<file path="src/rtl/fifo_wptr_full_pkg.sv">
//------------------------------------------------------------------------------
// Module  : fifo_wptr_full_pkg
// Brief   : Shared pointer-width helper and synchronizer depth for the
//           dual-clock FIFO pointer blocks. Depth is selected by FIFO_SYNC3_EN.
// Rev     : 1.0  initial release
//------------------------------------------------------------------------------
`default_nettype none

package fifo_wptr_full_pkg;

    localparam int c_default_sync_stages = 2;

`ifdef FIFO_SYNC3_EN
    localparam int c_sync_stages = 3;
`else
    localparam int c_sync_stages = c_default_sync_stages;
`endif

    // Pointers carry one extra wrap bit above the RAM address.
    function automatic int ptr_width(input int addr_width);
        return addr_width + 1;
    endfunction

endpackage

`default_nettype wire

</file>
<file path="src/rtl/fifo_wptr_full_if.sv">
//------------------------------------------------------------------------------
// Module  : fifo_wptr_full_if
// Brief   : Producer-side bundle of the FIFO write pointer/status block.
// Rev     : 1.0  initial release
//------------------------------------------------------------------------------
`default_nettype none

interface fifo_wptr_full_if #(
    parameter int ADDR_WIDTH = 4
);
    logic                  wr_en;
    logic [ADDR_WIDTH:0]   rptr_gray_async;
    logic                  wr_fire;
    logic [ADDR_WIDTH-1:0] waddr;
    logic [ADDR_WIDTH:0]   wptr_gray;
    logic                  full;
    logic                  almost_full;
    logic [ADDR_WIDTH:0]   wr_level;
    logic                  overflow;

    modport master (
        output wr_en, rptr_gray_async,
        input  wr_fire, waddr, wptr_gray, full, almost_full, wr_level, overflow
    );

    modport slave (
        input  wr_en, rptr_gray_async,
        output wr_fire, waddr, wptr_gray, full, almost_full, wr_level, overflow
    );
endinterface

`default_nettype wire

</file>
<file path="src/rtl/fifo_wptr_full_conv.sv">
//------------------------------------------------------------------------------
// Module  : bin_to_gray_gen / gray_to_bin_gen
// Brief   : Combinational pointer converters; pointers are DATA_WIDTH+1 bits.
// Rev     : 1.0  initial release
//------------------------------------------------------------------------------
`default_nettype none

module bin_to_gray_gen #(
    parameter int DATA_WIDTH = 4
) (
    input  wire logic [DATA_WIDTH:0] bin,
    output logic      [DATA_WIDTH:0] gray
);
    assign gray = bin ^ (bin >> 1);
endmodule

module gray_to_bin_gen #(
    parameter int DATA_WIDTH = 4
) (
    input  wire logic [DATA_WIDTH:0] gray,
    output logic      [DATA_WIDTH:0] bin
);
    // Each binary bit is the XOR of all Gray bits at or above it.
    for (genvar i = 0; i <= DATA_WIDTH; i++) begin : g_bit
        assign bin[i] = ^gray[DATA_WIDTH:i];
    end
endmodule

`default_nettype wire

</file>
<file path="src/rtl/fifo_wptr_full_sync.sv">
//------------------------------------------------------------------------------
// Module  : gray_ptr_sync
// Brief   : N-stage flop synchronizer for a Gray pointer; no logic between
//           stages. Shared with the read-side pointer block.
// Rev     : 1.0  initial release
//------------------------------------------------------------------------------
`default_nettype none

module gray_ptr_sync
    import fifo_wptr_full_pkg::*;
#(
    parameter int WIDTH  = 5,
    parameter int STAGES = c_default_sync_stages
) (
    input  wire logic             clk,
    input  wire logic             rst_n,
    input  wire logic [WIDTH-1:0] d,
    output logic      [WIDTH-1:0] q
);
    logic [WIDTH-1:0] r_stage [STAGES];

    always_ff @(posedge clk or negedge rst_n) begin
        if (!rst_n) begin
            for (int i = 0; i < STAGES; i++) r_stage[i] <= '0;
        end else begin
            r_stage[0] <= d;
            for (int i = 1; i < STAGES; i++) r_stage[i] <= r_stage[i-1];
        end
    end

    assign q = r_stage[STAGES-1];
endmodule

`default_nettype wire

</file>
<file path="src/rtl/fifo_wptr_full.sv">
//------------------------------------------------------------------------------
// Module  : fifo_wptr_full
// Brief   : Write-domain pointer and status manager of the dual-clock FIFO.
//           Define FIFO_SYNC3_EN for a 3-stage read-pointer synchronizer.
// Rev     : 1.0  initial release
//------------------------------------------------------------------------------
`default_nettype none

module fifo_wptr_full
    import fifo_wptr_full_pkg::*;
#(
    parameter int ADDR_WIDTH = 4,
    parameter int AF_THRESH  = 12
) (
    input  wire logic       clk,
    input  wire logic       rst_n,
    fifo_wptr_full_if.slave bus
);
    localparam int c_a     = ADDR_WIDTH;
    localparam int c_ptr_w = ptr_width(ADDR_WIDTH);

    logic [c_ptr_w-1:0] r_wbin;
    logic [c_ptr_w-1:0] r_wgray;
    logic [c_ptr_w-1:0] r_level;
    logic               r_full;
    logic               r_almost_full;
    logic               r_overflow;

    logic               w_wr_fire;
    logic [c_ptr_w-1:0] w_wbin_next;
    logic [c_ptr_w-1:0] w_wgray_next;
    logic [c_ptr_w-1:0] w_rgray_sync;
    logic [c_ptr_w-1:0] w_rbin_sync;
    logic [c_ptr_w-1:0] w_rgray_full;
    logic [c_ptr_w-1:0] w_level_next;
    logic               w_full_next;
    logic               w_almost_full_next;

    assign w_wr_fire   = bus.wr_en & ~r_full;
    assign w_wbin_next = r_wbin + c_ptr_w'(w_wr_fire);

    bin_to_gray_gen #(.DATA_WIDTH(ADDR_WIDTH)) u_bin_to_gray (
        .bin  (w_wbin_next),
        .gray (w_wgray_next)
    );

    gray_ptr_sync #(.WIDTH(c_ptr_w), .STAGES(c_sync_stages)) u_rptr_sync (
        .clk   (clk),
        .rst_n (rst_n),
        .d     (bus.rptr_gray_async),
        .q     (w_rgray_sync)
    );

    gray_to_bin_gen #(.DATA_WIDTH(ADDR_WIDTH)) u_gray_to_bin (
        .gray (w_rgray_sync),
        .bin  (w_rbin_sync)
    );

    // Writer is a full lap ahead when the top two Gray bits differ, rest equal.
    assign w_rgray_full       = {~w_rgray_sync[c_a -: 2], w_rgray_sync[c_a-2:0]};
    assign w_full_next        = (w_wgray_next == w_rgray_full);
    assign w_level_next       = w_wbin_next - w_rbin_sync;
    assign w_almost_full_next = (32'(w_level_next) >= AF_THRESH);

    always_ff @(posedge clk or negedge rst_n) begin
        if (!rst_n) begin
            r_wbin        <= '0;
            r_wgray       <= '0;
            r_level       <= '0;
            r_full        <= 1'b0;
            r_almost_full <= 1'b0;
            r_overflow    <= 1'b0;
        end else begin
            r_wbin        <= w_wbin_next;
            r_wgray       <= w_wgray_next;
            r_level       <= w_level_next;
            r_full        <= w_full_next;
            r_almost_full <= w_almost_full_next;
            r_overflow    <= bus.wr_en & r_full;
        end
    end

    assign bus.wr_fire     = w_wr_fire;
    assign bus.waddr       = r_wbin[c_a-1:0];
    assign bus.wptr_gray   = r_wgray;
    assign bus.full        = r_full;
    assign bus.almost_full = r_almost_full;
    assign bus.wr_level    = r_level;
    assign bus.overflow    = r_overflow;
endmodule

`default_nettype wire

</file>
<file path="src/flat_wrapper.sv">
// flat-port wrapper written by rule: the top's interface ports become plain ports
module fifo_wptr_full_flat import fifo_wptr_full_pkg::*;
#(
    parameter int ADDR_WIDTH = 4,
    parameter int AF_THRESH  = 12
)
  (clk, rst_n, bus_wr_en, bus_rptr_gray_async, bus_wr_fire, bus_waddr, bus_wptr_gray, bus_full, bus_almost_full, bus_wr_level, bus_overflow);
  fifo_wptr_full_if #(.ADDR_WIDTH(ADDR_WIDTH)) bus_i ();
  input  wire logic clk;
  input  wire logic rst_n;
  input wire logic [$bits(bus_i.wr_en)-1:0] bus_wr_en;
  input wire logic [$bits(bus_i.rptr_gray_async)-1:0] bus_rptr_gray_async;
  output wire logic [$bits(bus_i.wr_fire)-1:0] bus_wr_fire;
  output wire logic [$bits(bus_i.waddr)-1:0] bus_waddr;
  output wire logic [$bits(bus_i.wptr_gray)-1:0] bus_wptr_gray;
  output wire logic [$bits(bus_i.full)-1:0] bus_full;
  output wire logic [$bits(bus_i.almost_full)-1:0] bus_almost_full;
  output wire logic [$bits(bus_i.wr_level)-1:0] bus_wr_level;
  output wire logic [$bits(bus_i.overflow)-1:0] bus_overflow;
  assign bus_i.wr_en = bus_wr_en;
  assign bus_i.rptr_gray_async = bus_rptr_gray_async;
  assign bus_wr_fire = bus_i.wr_fire;
  assign bus_waddr = bus_i.waddr;
  assign bus_wptr_gray = bus_i.wptr_gray;
  assign bus_full = bus_i.full;
  assign bus_almost_full = bus_i.almost_full;
  assign bus_wr_level = bus_i.wr_level;
  assign bus_overflow = bus_i.overflow;
  fifo_wptr_full #(.ADDR_WIDTH(ADDR_WIDTH), .AF_THRESH(AF_THRESH)) u_core (.clk(clk), .rst_n(rst_n), .bus(bus_i));
endmodule
</file>
<file path="config.mk">
export PLATFORM = sky130hd
export DESIGN_NAME = fifo_wptr_full_flat
export DESIGN_NICKNAME = d
export VERILOG_FILES = /design/src/rtl/fifo_wptr_full_pkg.sv /design/src/rtl/fifo_wptr_full_if.sv /design/src/rtl/fifo_wptr_full_conv.sv /design/src/rtl/fifo_wptr_full_sync.sv /design/src/rtl/fifo_wptr_full.sv /design/src/flat_wrapper.sv
export SDC_FILE = /design/constraint.sdc
export NUM_CORES = 1
export LEC_CHECK = 0
export CORE_UTILIZATION = 51
export DETAILED_ROUTE_END_ITERATION = 12
export PLACE_DENSITY = 0.86
export SETUP_SLACK_MARGIN = 0.05
export SYNTH_ARGS = -nofsm -noshare
export SYNTH_HDL_FRONTEND = slang
export SYNTH_SLANG_ARGS = --single-unit
</file>
<file path="constraint.sdc">
create_clock -name clk -period 6.7 [get_ports clk]
set_clock_uncertainty 0.15 [all_clocks]
set_input_delay 1.34 -clock clk [delete_from_list [all_inputs] [get_ports clk]]
set_output_delay 1.34 -clock clk [all_outputs]
set_load 0.01 [all_outputs]
</file>
==> metrics.txt, run 1 <==
outcome finished, final reports clean; Avg WL per Cell roughly 12 um; HP Start u_core.u_rptr_sync.r_stage[6]$_DFF_PN0_; fraction of registers with async set/reset 1.00; Logic pwr share 0.561; Finished Layout Cells approximately 130; Sink Count 27; Worst-Margin Slew between 1 and 1.5 ns; worst r2r src u_core.u_rptr_sync.q[4]$_DFF_PN0_; fraction of layout cells with a size suffix above 1 0.0841; Mean Syn Cell Area between 10 and 15 um^2; switching power total between 0.2 and 0.3 mW; CTS tree done; drt via density between 5 and 6; Worst Path Required ~5.2 ns; #FFs+latches synth 27; Mapped Area around 1100 um^2; Ys Warns 0; largest net degree at the start of global routing 28; DRC 0; Clk pwr share 0.093; min cycle time layout around 4.2 ns; CP Launch Point bus_wr_en; n_diodes 0; Synth Flop Type dfrtp_1; via count 671; Final Hold Viols 0; Synth area leader dfrtp_1; worst vdd ir approximately 0.25 mV; CTS Hold Buffers Added 0; Max-Cap Viols 0; Final Core Density 0.712; post-route ant nets 0; Post-CTS Setup Inserts 0; Die W 48.7 um; CP Data Arrival Time between 2 and 3 ns; fin. max-slew vios 0; setup_tns 0 ns; CP Max Fanout 4; CTS Buf Count 3; sequential element share of the synthesized area 0.607; initial antenna violation count 0; flop-to-flop setup slack 3.52 ns; first-pass GRT wire length approximately 2800 um; I/O pin cnt 26; Crit. End Element primary output; RSZ-0062 raised after global routing no; H-tree depth 1; HPWL Detailed approximately 1200 um; DR pass1 iterations 4; nets@finish ~120; core box area about 2000 um^2; Seq pwr share 0.346; internal power roughly 0.45 mW; most common cell in the netlist dfrtp_1; # rows 16; total grt overflow 0; Post-synth EDFFs 0; WS Path Type in2out; Synth top area share 0.607; sw frac 0.369; clock buffer depth 2; clock latency on the worst-skew pair ~0.32 ns; Post-CTS Resized 0; syn_nets between 90 and 100; CP startpoint kind primary input; FMAX between 200 and 250 MHz; CTS Root Cell clkbuf_4; Starting DRT DRC Count 5; overall power slightly above 0.7 mW; Hold/Removal Path Class reg2reg; P_leak ~0.63 nW; fill cell count approximately 150; GRT Overall Usage 0.162; commonest cells in the netlist 27 x dfrtp_1, 11 x xor2_1, 8 x xnor2_1; final worst-path cycle share 0.628; vias in the first global route 687; overall routed net length between 1500 and 2000 um; Final Setup Violations 0; synth top area cells dfrtp_1 61%, xor2_1 8.7%, xnor2_1 6.3%, ha_1 4.5%, xnor3_2 2.1%; Pwr per Cell Area 502 nW/um^2; relative slew slack 0.247; # port buffers 25; Initial Utilization 0.556; Netlist cell types 25; Mapped Cells slightly below 80; DIE AREA around 2400 um^2; Clock transition at path regs 0.12 ns; die span in y roughly 49 um; Layout area overhead 28.0%; placed cells 130; Routability Congestion 0.795
-- layout make-up --
class	instances	area (um^2)	area share
timing repair buffer	25	250	0.176
sequential	27	676	0.474
tap	27	33.8	0.0237
clock inverter	1	5.00	0.00351
inverter	4	15.0	0.0105
multi-input combinational	47	423	0.297
clock buffer	3	22.5	0.0158
-- routing by layer --
layer / global-route usage / up-vias / part of all wire
met2: 0.301 / 23 / 0.54
met4: 0.103 / 0 / 0.029
li1: - / 316 / -
met5: 0 / - / 0
met1: 0.161 / 327 / 0.38
met3: 0.0346 / 5 / 0.046
-- flip-flops by register name, summed over array words and instances (netlist names) --
name,flops
u_core.bus.wptr_gray,4
u_core.bus.full,1
u_core.r_wbin,5
u_core.u_rptr_sync.q,5
u_core.u_rptr_sync.r_stage,5
u_core.bus.almost_full,1
u_core.bus.overflow,1
u_core.bus.wr_level,5
-- stage by stage --
stage,hold slack (ns),area [um^2],setup slack [ns]
final,0.218,1430,2.49
after global routing,0.225,1430,2.41
after floorplan,0.181,1110,2.92
after detailed placement,0.192,1400,2.41
after CTS,0.222,1430,2.48
after global placement,0.183,1400,2.48
-- cell usage in the layout, fill, tap and decap left out, drive strengths merged --
master         netlist  final
a21oi                2      2
a221oi               1      1
a311o                1      1
and2                 2      2
and3b                1      1
clkbuf               0      3
clkdlybuf4s50        0     25
clkinv               0      1
dfrtp               27     27
fa                   1      1
ha                   4      4
inv                  4      4
maj3                 1      1
nand2                1      1
nand3                3      3
nand4                1      1
nor2                 1      1
nor2b                1      1
o21ai                2      2
or2b                 1      1
or3                  2      2
xnor2                9      9
xnor3                1      1
xor2                12     12
-- critical path: stages --
cell and delay, ns:
clkdlybuf4s50_1 0.47, nor2b_1 0.31, clkdlybuf4s50_1 0.60
-- cell families (layout without fill, tap and decap cells) --
| kind of cell | after synthesis | after routing | synth area share |
|---|---|---|---|
| AOI/OAI and AO/OA | 6 | 6 | 0.0382 |
| xor gates and xnor gates | 22 | 22 | 0.200 |
| adders and majority gates | 6 | 6 | 0.0730 |
| buffers and inverters | 4 | 33 | 0.0135 |
| DFF | 27 | 27 | 0.607 |
| and+or+nand+nor | 13 | 13 | 0.0685 |
-- power groups by stage --
stage	combinational, mW	sequential, mW	clock [mW]
after floorplan	0.230	0.276	0
after global placement	0.395	0.250	0
after detailed placement	0.405	0.253	0
after CTS	0.408	0.249	0.0696
after global routing	0.442	0.254	0.0762
final	0.401	0.247	0.0663
-- final timing paths --
kind | cells past startpoint | end
worst max-delay path | 3 | bus_wr_fire
max in group asynchronous | 1 | u_core.bus.full$_DFF_PN0_
worst max register to register | 10 | u_core.bus.almost_full$_DFF_PN0_
worst min-delay path | 0 | u_core.u_rptr_sync.q[1]$_DFF_PN0_
min in group asynchronous | 1 | u_core.r_wbin[1]$_DFF_PN0_
worst min register to register | 0 | u_core.u_rptr_sync.q[1]$_DFF_PN0_
(Power assumes the default switching activity.)
==> run 2: changes to the inputs <==
Settings changed: CORE_UTILIZATION 51 to 48, PLACE_DENSITY 0.86 to 0.82.
Clock period 6.7 ns to 3.9 ns, I/O delays scaled along.
==> run 2 against run 1 <==
Hold slack worse by 0.0013 ns. Global-route usage grew 1.4 points. Sequential power increased by 73%. Clock power grew 73%. Register-to-register slack worse by 2.8 ns. Core utilization down 5.7 points. Largest power group unchanged.
==> metrics.txt, run 2 (same netlist as run 1, synthesis figures left out) <==
Avg WL per Cell 12.4 um (+4.8%); DRC 0 (unchanged); nets@finish 122 (+0.83%); worst vdd ir 0.412 mV (+66%); P_leak 0.631 nW (+0.77%); Finished Layout Cells 136 (+1.5%); switching power total 0.456 mW (+73%); FMAX about 310 MHz; fin. max-slew vios 0 (unchanged); via count 682 (+1.6%); Pwr per Cell Area 860 nW/um^2 (+71%); total grt overflow 0 (unchanged); Hold EP u_core.u_rptr_sync.q[3]$_DFF_PN0_; Max-Cap Viols 0 (unchanged); relative slew slack 0.242 (-0.00588); r2r endpoint u_core.bus.almost_full$_DFF_PN0_; CP Data Arrival Time 3.35 ns (+0.63 ns); die span in y 50.2 um (+3.0%); first-pass GRT wire length 3110 um (+11%); Sink Count 27 (unchanged); Die W 50.2 um (+3.0%); CTS Root Cell clkbuf_4; post-route ant nets 0 (unchanged); placed cells 132 (+1.5%); final worst-path cycle share 0.841; Clk pwr share 0.093 (about the same); initial antenna violation count 0 (unchanged); clock latency on the worst-skew pair 0.32 ns (about the same); FF-to-FF path depth 10 (unchanged); Initial Utilization 0.508 (-0.0480); H-tree depth 1 (unchanged); # rows 17 (+1); outcome finished, final reports clean; most frequent cells in the layout 27 x dfrtp_1, 25 x clkdlybuf4s50_1, 11 x xor2_1; n_diodes 0 (unchanged); flop-to-flop setup slack 0.69 ns (-2.83 ns); most common cell after layout, fill and taps aside dfrtp_1; Seq pwr share 0.347 (about the same); CP Max Fanout 7 (+3); CTS Hold Buffers Added 0 (unchanged); CP startpoint kind primary input; Clock transition at path regs 0.13 ns (about the same); DIE AREA 2520 um^2 (+6.0%); # port buffers 25 (unchanged); CTS Buf Count 3 (unchanged); sw frac 0.370 (+0.000783); Worst Hold Depth 0 (unchanged); vias in the first global route 738 (+7.4%); Crit. End Element register; Hold/Removal Path Class reg2reg; Starting DRT DRC Count 4 (-1); overall routed net length 1680 um (+6.4%); drt via density 5.01 (+0.14%); setup_tns 0 ns (unchanged); Final Setup Violations 0 (unchanged); Logic pwr share 0.560 (about the same); fraction of layout cells with a size suffix above 1 0.0926 (+0.00848); core box area 2190 um^2 (+9.4%); HP Start u_core.u_rptr_sync.r_stage[8]$_DFF_PN0_; largest net degree at the start of global routing 28 (unchanged); Worst Path Required 3.97 ns (-1.24 ns); CTS tree done; RSZ-0062 raised after global routing no; Layout area overhead 28.8%; Routability Congestion 0.724 (-8.9%); internal power 0.777 mW (+72%); Final Hold Viols 0 (unchanged); GRT Overall Usage 0.176 (+0.0139); I/O pin cnt 26 (unchanged); DR pass1 iterations 3 (-1); Final Core Density 0.654 (-0.0574); HPWL Detailed 1310 um (+5.9%); clock buffer depth 2 (unchanged); Post-CTS Setup Inserts 0 (unchanged); Fin Hold WS 0.216 ns (-0.00126 ns); min cycle time layout between 3 and 4 ns; Post-CTS Resized 0 (unchanged); WS Path Type in2reg; Worst-Margin Slew 1.13 ns (+0.00880 ns); worst r2r src u_core.u_rptr_sync.q[4]$_DFF_PN0_
[run 2: routing by layer]
layer  track usage  vias to the layer above  routed length, um
li1              -                      316                  -
met1         0.183                      338                628
met2         0.320                       23                924
met3        0.0303                        5                 81
met4         0.114                        0                 48
met5             0                        -                  0
[run 2: through the flow]
| step | power [mW] | worst slack [ns] | instance area (um^2) |
|---|---|---|---|
| 6_report | 1.23 | 0.622 | 1430 |
| 5_1_grt | 1.34 | 0.498 | 1430 |
| 4_1_cts | 1.25 | 0.613 | 1430 |
| 3_5_place_dp | 1.14 | 0.258 | 1410 |
| 3_3_place_gp | 1.11 | 0.309 | 1410 |
| 2_1_floorplan | 0.869 | 0.681 | 1110 |
[run 2: worst max path at each step]
stage,from,end
2_1_floorplan,bus_wr_en,u_core.bus.almost_full$_DFF_PN0_
3_3_place_gp,bus_wr_en,u_core.bus.almost_full$_DFF_PN0_
3_5_place_dp,bus_wr_en,u_core.bus.almost_full$_DFF_PN0_
4_1_cts,bus_wr_en,u_core.bus.almost_full$_DFF_PN0_
5_1_grt,bus_wr_en,u_core.bus.almost_full$_DFF_PN0_
6_report,bus_wr_en,u_core.bus.almost_full$_DFF_PN0_
[run 2: layout make-up]
cell class / count / area [um^2]
Clock buffer: 3 / 22.5
Clock inverter: 1 / 5.00
Fill cell: 177 / 757
Inverter: 4 / 15.0
Multi-Input combinational cell: 47 / 423
Sequential cell: 27 / 676
Tap cell: 28 / 35.0
Timing Repair Buffer: 26 / 258
[run 2: worst max-delay path, stage by stage]
cell             delay (ns)
clkdlybuf4s50_1        0.46
nor2b_1                0.20
and2_1                 0.16
ha_1                   0.33
fa_1                   0.54
maj3_2                 0.35
a21oi_2                0.16
xnor2_1                0.09
a311o_1                0.28
[run 2: power groups by stage]
stage / logic [mW] / clock network [mW] / registers (mW)
after CTS: 0.701 / 0.120 / 0.430
after global routing: 0.771 / 0.132 / 0.441
after detailed placement: 0.699 / 0 / 0.437
after floorplan: 0.394 / 0 / 0.475
final: 0.690 / 0.115 / 0.428
after global placement: 0.678 / 0 / 0.430
==> run 3: changes to the inputs <==
Settings changed: CORE_UTILIZATION 48 to 43, PLACE_DENSITY 0.82 to 0.78.
Clock period 3.9 ns to 3 ns, I/O delays scaled along.
==> run 3 against run 2 <==
Critical endpoint unchanged. Sequential power rose by 30%. Sequential share of layout area fell by 4.8 points. Setup slack got worse by 0.51 ns. Register-to-register slack got worse by 0.52 ns. Highest routed layer unchanged. Die area rose by 11%. Final area rose by 11%.
==> metrics.txt, run 3 (same netlist as run 1, synthesis figures left out) <==
drt via density 4.55 (-9.3%); Final Setup Violations 0 (unchanged); Place WS -0.228 ns (-0.485 ns); Worst Hold Depth 0 (unchanged); vias in the first global route 684 (-7.3%); relative slew slack 0.696 (+0.454); min cycle time layout slightly below 3 ns; Logic pwr share 0.609 (+0.049); GR Util met2 0.253 (-0.0668); Layout area overhead 43.5%; CP startpoint kind primary input; worst r2r src u_core.u_rptr_sync.q[3]$_DFF_PN0_; setup_tns 0 ns (unchanged); Clock transition at path regs 0.14 ns (about the same); Final Hold Viols 0 (unchanged); Worst-Margin Slew 0.456 ns (-0.678 ns); Initial Utilization 0.454 (-0.0547); met3 Use GR 0.0287 (-0.00157); FMAX 346 MHz; DRC 0 (unchanged); WS Path Type in2reg; CP Launch Point bus_wr_en; HP Start u_core.u_rptr_sync.r_stage[5]$_DFF_PN0_; Clk pwr share 0.084 (-0.009); Sink Count 27 (unchanged); flop-to-flop setup slack 0.17 ns (-0.52 ns); HPWL Detailed 1310 um (-0.33%); DR pass1 iterations 4 (+1); I/O pin cnt 26 (unchanged); outcome finished, final reports clean; largest delay contributor family on the critical path adder cells; FF-to-FF path depth 10 (unchanged); CTS tree done; Worst Setup Slack, final 0.109 ns (-0.513 ns); most common cell after layout, fill and taps aside dfrtp_1; n_diodes 0 (unchanged); post-route ant nets 0 (unchanged); overall power 1.81 mW (+47%); Seq pwr share 0.307 (-0.040); sw frac 0.355 (-0.0152); total grt overflow 0 (unchanged); P_leak 0.718 nW (+14%); Hold/Removal Path Class reg2reg; # port buffers 25 (unchanged); Pwr per Cell Area 1130 nW/um^2 (+32%); fill cell count 183 (+3.4%); fin. max-slew vios 0 (unchanged); worst vdd ir 0.687 mV (+67%); core box area 2450 um^2 (+12%); CTS Root Cell clkbuf_4; CTS Buf Count 3 (unchanged); Avg WL per Cell 11.6 um (-6.2%); initial antenna violation count 0 (unchanged); via count 705 (+3.4%); nets@finish 139 (+14%); Worst Path Required 3.07 ns (-0.90 ns); DIE AREA 2800 um^2 (+11%); final worst-path cycle share 0.964; largest net degree at the start of global routing 28 (unchanged); Final Core Density 0.651 (-0.00362); H-tree depth 1 (unchanged); RSZ-0062 raised after global routing yes; CP Max Fanout 6 (-1); CP Cell Sequence clkdlybuf4s50_1 > nor2b_2 > and2_1 > ha_1 > buf_4 > ha_1 > a21oi_1 > xnor2_1 > and3b_1 > a311o_1; first-pass GRT wire length 2900 um (-6.8%); r2r endpoint u_core.bus.almost_full$_DFF_PN0_; Routability Congestion 0.785 (+8.4%); M1 GR Usage 0.176 (-0.00677); clock buffer depth 2 (unchanged); overall routed net length 1800 um (+7.0%); Crit path top cell by count ha_1; # rows 18 (+1); Starting DRT DRC Count 7 (+3); CP Data Arrival Time 2.96 ns (-0.39 ns); Hold EP u_core.u_rptr_sync.q[0]$_DFF_PN0_; Max-Cap Viols 0 (unchanged); die span in y 52.9 um (+5.4%); CP max stage cell clkdlybuf4s50_1; CP max stage delay 0.42 ns (-0.12 ns); switching power total 0.643 mW (+41%); most frequent cells in the layout 27 x dfrtp_1, 25 x clkdlybuf4s50_1, 18 x buf_4; GRT Overall Usage 0.147 (-0.0288); fraction of layout cells with a size suffix above 1 0.248 (+0.155); GRT busiest layer met2; Die W 52.9 um (+5.4%); internal power 1.17 mW (+51%); Crit. End Element register; Buf+Inv Stages, Crit Path 2 (+1); clock latency on the worst-skew pair 0.32 ns (about the same)
## run 3: repair_timing
action	CTS	global route
gates resized for setup	1	2
hold buffers	0	0
pin swaps	0	2
endpoints found under the setup margin	1	2
buffers inserted	0	3
## run 3: metal layers
| layer | share of wire | vias to the layer above |
|---|---|---|
| li1 | - | 348 |
| met1 | 0.44 | 335 |
| met2 | 0.51 | 20 |
| met3 | 0.045 | 2 |
| met4 | 0.0078 | 0 |
| met5 | 0 | - |
## run 3: per-stage QoR
step | instance area, um^2 | hold WS [ns] | instances
4_1_cts | 1570 | 0.219 | 152
5_1_grt | 1600 | 0.223 | 155
6_report | 1600 | 0.216 | 155
3_3_place_gp | 1520 | 0.183 | 148
2_1_floorplan | 1120 | 0.154 | 78
3_5_place_dp | 1520 | 0.185 | 148
## run 3: layout make-up
type	count	area, um^2	area share
repair buffers	43	385	0.241
flip-flops and latches	27	676	0.423
clock buffers	3	22.5	0.0141
multi-input cells	47	454	0.284
inverters	4	15.0	0.00940
clock inverters	1	7.51	0.00470
well taps	30	37.5	0.0235
## run 3: worst max path at each step
| stage | cells past startpoint | endpoint |
|---|---|---|
| 5_1_grt | 10 | u_core.bus.almost_full$_DFF_PN0_ |
| 3_3_place_gp | 11 | u_core.bus.almost_full$_DFF_PN0_ |
| 3_5_place_dp | 10 | u_core.bus.almost_full$_DFF_PN0_ |
| 2_1_floorplan | 10 | u_core.bus.almost_full$_DFF_PN0_ |
| 4_1_cts | 10 | u_core.bus.almost_full$_DFF_PN0_ |
| 6_report | 10 | u_core.bus.almost_full$_DFF_PN0_ |
## run 3: power by group through the flow
stage | clock network [mW] | logic [mW] | registers, mW
after floorplan | 0 | 0.515 | 0.618
after global placement | 0 | 1.06 | 0.564
after detailed placement | 0 | 1.09 | 0.567
after CTS | 0.161 | 1.10 | 0.560
after global routing | 0.175 | 1.22 | 0.573
final | 0.152 | 1.10 | 0.557
